<file path="src/rtl/rf_calc_engine.sv">
// rf_calc_engine: small register-file / accumulator / calculator engine
// driven by debounced push-button pulses. Three modes (RF, ACC, CALC) are
// cycled with button 3. The calculator runs a short IDLE -> EXEC -> SHOW
// sequence and writes its result back into the last register-file entry.
//
// Optional feature: define RF_CALC_SATURATE_EN to clamp ACC +/- and CALC
// add/sub at the range limits instead of wrapping. The default build wraps.
module rf_calc_engine #(
    parameter int WIDTH = 4,
    parameter int DEPTH = 4
) (
    input  logic             clk,
    input  logic             rst_n,
    input  logic [3:0]       buttons_pressed,
    input  logic [1:0]       switches,
    output logic [WIDTH:0]   leds,
    output logic [1:0]       mode,
    output logic             busy
);

    localparam int PTR_W = $clog2(DEPTH);

    typedef enum logic [1:0] {
        MODE_RF   = 2'd0,
        MODE_ACC  = 2'd1,
        MODE_CALC = 2'd2
    } mode_e;

    typedef enum logic [1:0] {
        ST_IDLE = 2'd0,
        ST_EXEC = 2'd1,
        ST_SHOW = 2'd2
    } state_e;

    mode_e              mode_q, mode_d;
    state_e             state_q, state_d;
    logic [PTR_W-1:0]   ptr_q, ptr_d;
    logic [WIDTH-1:0]   rf_q [DEPTH];
    logic [WIDTH-1:0]   rf_d [DEPTH];
    logic [WIDTH-1:0]   acc_q, acc_d;
    logic [WIDTH-1:0]   res_q, res_d;
    logic               ovf_q, ovf_d;
    logic               carry_q, carry_d;
    logic [1:0]         op_q, op_d;
    logic [WIDTH:0]     leds_q, leds_d;
    logic               busy_q, busy_d;

    // Extended-width arithmetic: the top bit is the carry-out / borrow.
    logic [WIDTH:0]     acc_inc, acc_dec, calc_sum, calc_diff;
    logic [WIDTH-1:0]   alu_val;
    logic               alu_flag;
    logic               busy_now;
    logic               mode_btn;

    assign busy_now  = (state_q != ST_IDLE);
    // Mode advance only while idle; it also masks buttons [2:0] that cycle.
    assign mode_btn  = buttons_pressed[3] && !busy_now;

    assign acc_inc   = {1'b0, acc_q} + (WIDTH+1)'(1);
    assign acc_dec   = {1'b0, acc_q} - (WIDTH+1)'(1);
    assign calc_sum  = {1'b0, rf_q[0]} + {1'b0, rf_q[1]};
    assign calc_diff = {1'b0, rf_q[0]} - {1'b0, rf_q[1]};

    // Calculator ALU on A = rf[0], B = rf[1] using the op latched at start.
    always_comb begin
        // NOTE: every always_comb output gets a default first so no path leaves it unassigned (no latch).
        alu_val  = '0;
        alu_flag = 1'b0;
        case (op_q)
            2'b00: begin
                alu_val  = calc_sum[WIDTH-1:0];
                alu_flag = calc_sum[WIDTH];
`ifdef RF_CALC_SATURATE_EN
                if (calc_sum[WIDTH]) alu_val = '1;
`endif
            end
            2'b01: begin
                alu_val  = calc_diff[WIDTH-1:0];
                alu_flag = calc_diff[WIDTH];
`ifdef RF_CALC_SATURATE_EN
                if (calc_diff[WIDTH]) alu_val = '0;
`endif
            end
            2'b10:   alu_val = rf_q[0] & rf_q[1];
            default: alu_val = rf_q[0] ^ rf_q[1];
        endcase
    end

    // Calculator FSM next state: start on btn0 in CALC mode, then two fixed steps.
    always_comb begin
        state_d = state_q;
        case (state_q)
            ST_IDLE: if (mode_q == MODE_CALC && !mode_btn && buttons_pressed[0])
                         state_d = ST_EXEC;
            ST_EXEC: state_d = ST_SHOW;
            default: state_d = ST_IDLE;
        endcase
    end

    // Calculator FSM state register.
    always_ff @(posedge clk) begin
        // NOTE: sequential state uses non-blocking assignments so all registers update together.
        if (!rst_n) state_q <= ST_IDLE;
        else        state_q <= state_d;
    end

    // Datapath next state: mode cycling, per-mode button actions, result write-back.
    always_comb begin
        mode_d  = mode_q;
        ptr_d   = ptr_q;
        rf_d    = rf_q;
        acc_d   = acc_q;
        ovf_d   = ovf_q;
        res_d   = res_q;
        carry_d = carry_q;
        op_d    = op_q;

        if (mode_btn) begin
            case (mode_q)
                MODE_RF:  mode_d = MODE_ACC;
                MODE_ACC: mode_d = MODE_CALC;
                default:  mode_d = MODE_RF;
            endcase
        end else if (!busy_now) begin
            case (mode_q)
                MODE_RF: begin
                    if (buttons_pressed[2])
                        rf_d[ptr_q] = rf_q[ptr_q] - WIDTH'(1);
                    else if (buttons_pressed[1])
                        rf_d[ptr_q] = rf_q[ptr_q] + WIDTH'(1);
                    else if (buttons_pressed[0])
                        ptr_d = ptr_q + PTR_W'(1);
                end
                MODE_ACC: begin
                    if (buttons_pressed[2]) begin
                        acc_d = '0;
                        ovf_d = 1'b0;
                    end else if (buttons_pressed[1]) begin
                        acc_d = acc_dec[WIDTH-1:0];
                        if (acc_dec[WIDTH]) begin
                            ovf_d = 1'b1;
`ifdef RF_CALC_SATURATE_EN
                            acc_d = '0;
`endif
                        end
                    end else if (buttons_pressed[0]) begin
                        acc_d = acc_inc[WIDTH-1:0];
                        if (acc_inc[WIDTH]) begin
                            ovf_d = 1'b1;
`ifdef RF_CALC_SATURATE_EN
                            acc_d = '1;
`endif
                        end
                    end
                end
                default: begin
                    if (buttons_pressed[0]) op_d = switches;
                end
            endcase
        end

        if (state_q == ST_EXEC) begin
            res_d           = alu_val;
            carry_d         = alu_flag;
            rf_d[DEPTH-1]   = alu_val;
        end
    end

    // Display value for the current mode, registered one cycle later.
    always_comb begin
        leds_d = '0;
        case (mode_q)
            MODE_RF:   leds_d = {1'b0, rf_q[ptr_q]};
            MODE_ACC:  leds_d = {ovf_q, acc_q};
            MODE_CALC: leds_d = {carry_q, res_q};
            default:   leds_d = '0;
        endcase
        busy_d = (state_d != ST_IDLE);
    end

    // Datapath and output registers.
    always_ff @(posedge clk) begin
        if (!rst_n) begin
            mode_q  <= MODE_RF;
            ptr_q   <= '0;
            acc_q   <= '0;
            ovf_q   <= 1'b0;
            res_q   <= '0;
            carry_q <= 1'b0;
            op_q    <= '0;
            leds_q  <= '0;
            busy_q  <= 1'b0;
            // NOTE: the register file is a handful of flops that must read zero after reset, so it is reset explicitly.
            for (int i = 0; i < DEPTH; i++) rf_q[i] <= '0;
        end else begin
            mode_q  <= mode_d;
            ptr_q   <= ptr_d;
            acc_q   <= acc_d;
            ovf_q   <= ovf_d;
            res_q   <= res_d;
            carry_q <= carry_d;
            op_q    <= op_d;
            leds_q  <= leds_d;
            busy_q  <= busy_d;
            for (int i = 0; i < DEPTH; i++) rf_q[i] <= rf_d[i];
        end
    end

    assign leds = leds_q;
    assign mode = mode_q;
    assign busy = busy_q;

endmodule
</file>
<file path="config.mk">
export PLATFORM = sky130hd
export DESIGN_NAME = rf_calc_engine
export DESIGN_NICKNAME = d
export VERILOG_FILES = /design/src/rtl/rf_calc_engine.sv
export SDC_FILE = /design/constraint.sdc
export NUM_CORES = 1
export LEC_CHECK = 0
export BUFFER_PORTS_ARGS = -buffer_cell sky130_fd_sc_hd__buf_2
export CELL_PAD_IN_SITES_DETAIL_PLACEMENT = 1
export CELL_PAD_IN_SITES_GLOBAL_PLACEMENT = 1
export CORE_MARGIN = 1
export CORE_UTILIZATION = 49
export CTS_CLUSTER_SIZE = 28
export DETAILED_ROUTE_END_ITERATION = 10
export GPL_TIMING_DRIVEN = 0
export PLACE_DENSITY = 0.89
export SYNTH_ARGS = -nofsm -noshare
export SYNTH_HDL_FRONTEND = slang
export SYNTH_SLANG_ARGS = --single-unit
</file>
<file path="constraint.sdc">
create_clock -name clk -period 5.9 [get_ports clk]
set_input_delay 0.59 -clock clk [delete_from_list [all_inputs] [get_ports clk]]
set_output_delay 0.59 -clock clk [all_outputs]
set_load 0.02 [all_outputs]
</file>
==> impl_results.html <==
<table>
<tr><th>Metric</th><th>Value</th></tr>
<tr><th colspan="2">STA</th></tr>
<tr><td>Maximum clock rate</td><td>between 400 and 500 MHz</td></tr>
<tr><td>Worst-case headroom to the max-slew limit</td><td>between 30% and 40%</td></tr>
<tr><td>Period utilisation layout</td><td>39.94%</td></tr>
<tr><td>Clock Skew</td><td>about 0.009 ns</td></tr>
<tr><td>Setup repair after global routing missed its margin</td><td>false</td></tr>
<tr><td>Worst Tran Pin Value</td><td>about 0.98 ns</td></tr>
<tr><td>Setup WS post-layout</td><td>roughly 3.5 ns</td></tr>
<tr><td>Final total negative setup slack</td><td>0 ns</td></tr>
<tr><td>Final Hold Vio Count</td><td>0</td></tr>
<tr><td>Post-layout min period</td><td>2.356 ns</td></tr>
<tr><td>Final Max Slew Viols</td><td>0</td></tr>
<tr><td># setup viols final</td><td>0</td></tr>
<tr><th colspan="2">Critical path</th></tr>
<tr><td>CP max-delay cell</td><td>sky130_fd_sc_hd__mux4_2</td></tr>
<tr><td>CP Class</td><td>flop to flop</td></tr>
<tr><td>Category of the worst setup path launch point</td><td>flop</td></tr>
<tr><td>Worst path arrival time</td><td>2.55 ns</td></tr>
<tr><td>Ordered cell list for the critical path</td><td>buf_6 &gt; mux4_2 &gt; clkinv_1 &gt; ha_1 &gt; xnor2_1 &gt; nor2_1 &gt; o221a_1</td></tr>
<tr><td>CP max stage delay</td><td>approximately 0.62 ns</td></tr>
<tr><td>Required time of the worst setup path</td><td>roughly 6.1 ns</td></tr>
<tr><td>Endpoint class of the critical path</td><td>flop</td></tr>
<tr><td>Maximum fanout encountered on the critical timing path</td><td>8</td></tr>
<tr><th colspan="2">Synthesis</th></tr>
<tr><td>Post-synthesis sequential area ratio</td><td>a little over a third</td></tr>
<tr><td>Synthesized netlist net count</td><td>slightly below 300</td></tr>
<tr><td>Number of cells produced by synthesis</td><td>263</td></tr>
<tr><td>Register bit total from synthesis</td><td>40</td></tr>
<tr><td>Avg Inst Size Synth</td><td>8.620 um2</td></tr>
<tr><td>Cell taking the most area after synthesis</td><td>sky130_fd_sc_hd__dfxtp_1</td></tr>
<tr><td>Unique cell type count in the Yosys netlist</td><td>47</td></tr>
<tr><td>Ranking of synthesized cells by area</td><td>sky130_fd_sc_hd__dfxtp_1 (35%), sky130_fd_sc_hd__ha_1 (8.8%), sky130_fd_sc_hd__nor2_1 (5.6%)</td></tr>
<tr><td>Post-synth ARST share</td><td>0%</td></tr>
<tr><td>Most used flip-flop cell after synthesis</td><td>sky130_fd_sc_hd__dfxtp_1</td></tr>
<tr><td>Number of warnings printed during yosys synthesis</td><td>0</td></tr>
<tr><td>Post-synthesis instance area</td><td>around 2300 um2</td></tr>
<tr><td>Share of the synthesized area in the top cell type</td><td>35.32%</td></tr>
<tr><td>Post-synth EDFFs</td><td>0</td></tr>
<tr><th colspan="2">Detailed routing</th></tr>
<tr><td>Starting DRC count in detailed routing</td><td>between 100 and 150</td></tr>
<tr><td>Number of design rule violations left after detail routing</td><td>0</td></tr>
<tr><td>Vias/cell</td><td>roughly 6</td></tr>
<tr><td>Routed wire length per instance</td><td>between 15 and 20 um</td></tr>
<tr><td>Detailed-route wire length</td><td>~6000 um</td></tr>
<tr><td>Number of nets with antenna violations after routing</td><td>0</td></tr>
<tr><td>First drt pass iteration count</td><td>4</td></tr>
<tr><td>Via count of the routed design</td><td>approximately 2000</td></tr>
<tr><th colspan="2">Run status</th></tr>
<tr><td>Outcome</td><td>complete, no violations</td></tr>
<tr><th colspan="2">Clocking</th></tr>
<tr><td>Number of levels the H-tree was split into</td><td>2</td></tr>
<tr><td>Count of hold-fix buffers inserted at cts</td><td>0</td></tr>
<tr><td>CTS tree</td><td>built</td></tr>
<tr><td>CTS clock-pin slew for the worst setup and hold paths</td><td>~0.07 ns</td></tr>
<tr><td>Library cell used as clock root buffer</td><td>sky130_fd_sc_hd__clkbuf_8</td></tr>
<tr><td>TritonCTS buffer count</td><td>5</td></tr>
<tr><td>Clk sinks</td><td>40</td></tr>
<tr><td>Longest Clk Path Bufs</td><td>2</td></tr>
<tr><td>Post-CTS Setup Bufs</td><td>0</td></tr>
<tr><td>Source-to-sink clock delay at the later pin of the worst-skew pair</td><td>0.30 ns</td></tr>
<tr><td>Number of gates given a new drive strength after cts</td><td>0</td></tr>
<tr><th colspan="2">Global routing</th></tr>
<tr><td>First-pass GRT wire length</td><td>10080 um</td></tr>
<tr><td>GRT Residual Overflow</td><td>0</td></tr>
<tr><td>Combined global-route utilization of all metal layers</td><td>26.23%</td></tr>
<tr><td>Vias in the first global route</td><td>around 2100</td></tr>
<tr><td>Pin count of the biggest net entering global routing</td><td>12</td></tr>
<tr><td>Antenna violations before repair</td><td>0</td></tr>
<tr><th colspan="2">Finish</th></tr>
<tr><td>Fill count</td><td>565</td></tr>
<tr><td>Fraction of final layout cells with drive strength greater than 1</td><td>slightly above 10%</td></tr>
<tr><td>Number of non-filler instances in the completed layout</td><td>approximately 340</td></tr>
<tr><td>Antenna cell count</td><td>0</td></tr>
<tr><td>Layout overhead on the synthesized area</td><td>9.934%</td></tr>
<tr><td>Final Net Count</td><td>310</td></tr>
<tr><th colspan="2">Floorplanning</th></tr>
<tr><td>Starting density of the core</td><td>51.36%</td></tr>
<tr><td>Die outline height</td><td>around 70 um</td></tr>
<tr><td>Boundary Pins</td><td>16</td></tr>
<tr><td>Core box area</td><td>4414 um2</td></tr>
<tr><td>Width of the die</td><td>about 70 um</td></tr>
<tr><td>Floorplan row count</td><td>24</td></tr>
<tr><td>Die area</td><td>approximately 5000 um2</td></tr>
<tr><th colspan="2">Place</th></tr>
<tr><td>Quantity of I/O buffers inserted on ports</td><td>14</td></tr>
<tr><td>Worst setup slack before clock tree synthesis</td><td>~3.6 ns</td></tr>
<tr><td>Half-perimeter wire length of the detailed placement result</td><td>~4600 um</td></tr>
<tr><td>Placed instance count</td><td>between 300 and 400</td></tr>
<tr><td>Final weighted congestion in routability-driven placement</td><td>0.8208</td></tr>
<tr><th colspan="2">Worst hold path</th></tr>
<tr><td>Worst Hold Class</td><td>flop to flop</td></tr>
<tr><th colspan="2">Flow run</th></tr>
<tr><td>Number of max-cap violations</td><td>0</td></tr>
<tr><th colspan="2">Power</th></tr>
<tr><td>Standby leakage power</td><td>around 0.96 nW</td></tr>
<tr><td>Peak supply drop</td><td>0.1411 mV</td></tr>
<tr><td>Total power divided by cell area</td><td>around 230 nW/um2</td></tr>
</table>
==> path summary, 6_finish.rpt <==
kind                                 to  cells after the start  startpoint  slack [ns]
worst min register to register  rf_q[6]                      2     rf_q[6]        0.46
worst max-delay path            rf_q[1]                      7    ptr_q[1]        3.54
worst min-delay path            rf_q[6]                      2     rf_q[6]        0.46
worst max register to register  rf_q[1]                      7    ptr_q[1]        3.54
==> synth_stat cells (all sizes together) (2+ instances only) <==
cell and count:
or4 2, nor2b 5, nand2 22, nor4b 3, xor2 2, mux4 5, mux2i 9, nor2 34
ha 16, o21ai 15, dfxtp 40, o2111ai 2, o311ai 2, a21oi 20, o21a 2, and2 4
a31oi 3, clkbuf 10, nand3 11, buf 3, o22a 3, or2 2, a211oi 7, nor3 5
inv 14, fa 2, nand2b 2, nor3b 2, xnor2 4
==> layout by cell type (no fill, tap or decap), types with 5 or more instances in the layout <==
cell type                  instances
sky130_fd_sc_hd__nor2_1           34
sky130_fd_sc_hd__clkbuf_1         12
sky130_fd_sc_hd__nand2_1          22
sky130_fd_sc_hd__nor2b_1           5
sky130_fd_sc_hd__a211oi_1          7
sky130_fd_sc_hd__a21oi_1          20
sky130_fd_sc_hd__inv_1            14
sky130_fd_sc_hd__ha_1             16
sky130_fd_sc_hd__clkbuf_8          6
sky130_fd_sc_hd__dfxtp_1          40
sky130_fd_sc_hd__mux2i_1           9
sky130_fd_sc_hd__nand3_1          10
sky130_fd_sc_hd__o21ai_0          11
sky130_fd_sc_hd__buf_2            15
==> per-layer routing <==
metal | track usage, % | routed length, um | part of all wire [%]
met1 | 32.42 | 2721 | 45
met5 | 0 | 0 | 0
met3 | 4.618 | 201 | 3.3
met4 | 8.667 | 108 | 1.8
met2 | 45.94 | 3012 | 50
==> registers in the layout, summed over array words and instances (netlist names), 2 cells and up <==
register,flops
res_q,4
acc_q,4
rf_q,16
ptr_q,2
state_q,2
mode,2
op_q,2
leds,5
==> worst max-delay path: cells and delay by family (launching register included) <==
| kind | cells | cell delay, ns |
|---|---|---|
| compound gates | 1 | 0.23 |
| xor+xnor | 1 | 0.40 |
| fa+ha+maj | 1 | 0.24 |
| buf+inv | 2 | 0.27 |
| flops | 1 | 0.39 |
| mux | 1 | 0.62 |
| simple gates | 1 | 0.10 |
==> report_power, final <==
part	switching [mW]	internal [mW]
clock network	0.0945	0.0954
registers	0.00728	0.277
logic	0.0560	0.0332
==> per-stage QoR <==
step | util [%] | area (um2) | power, mW | hold WS, ns
2_1_floorplan | - | 2267 | 0.3516 | 0.4322
3_3_place_gp | 54.42 | 2402 | 0.3740 | 0.4430
3_5_place_dp | 54.42 | 2402 | 0.3793 | 0.4476
4_1_cts | 56.46 | 2492 | 0.5651 | 0.4578
5_1_grt | 56.46 | 2492 | 0.5869 | 0.4905
6_report | 56.46 | 2492 | 0.5632 | 0.4634
==> layout make-up <==
cell class                 count  area [um2]  share of cell area (%)
multi-input combinational    195        1353                   54.27
buffer                        13       57.56                   2.309
sequential                    40       800.8                   32.13
clock buffer                   8       90.09                   3.614
timing repair buffer          14       70.07                   2.811
inverter                      15       56.30                   2.259
tap                           52       65.06                   2.610
==> cell families (layout without fill, tap and decap cells) <==
group	after synthesis	count (layout)	synth area share, %
XOR/XNOR	6	6	2.318
adder cells (fa/ha/maj)	18	18	10.60
AND/OR/NAND/NOR	99	99	21.74
buffers and inverters	28	50	5.022
flip-flops	40	40	35.32
AO/OA/AOI/OAI	58	58	15.89
multiplexers	14	14	9.106
Power figures use the tool's default switching activity.
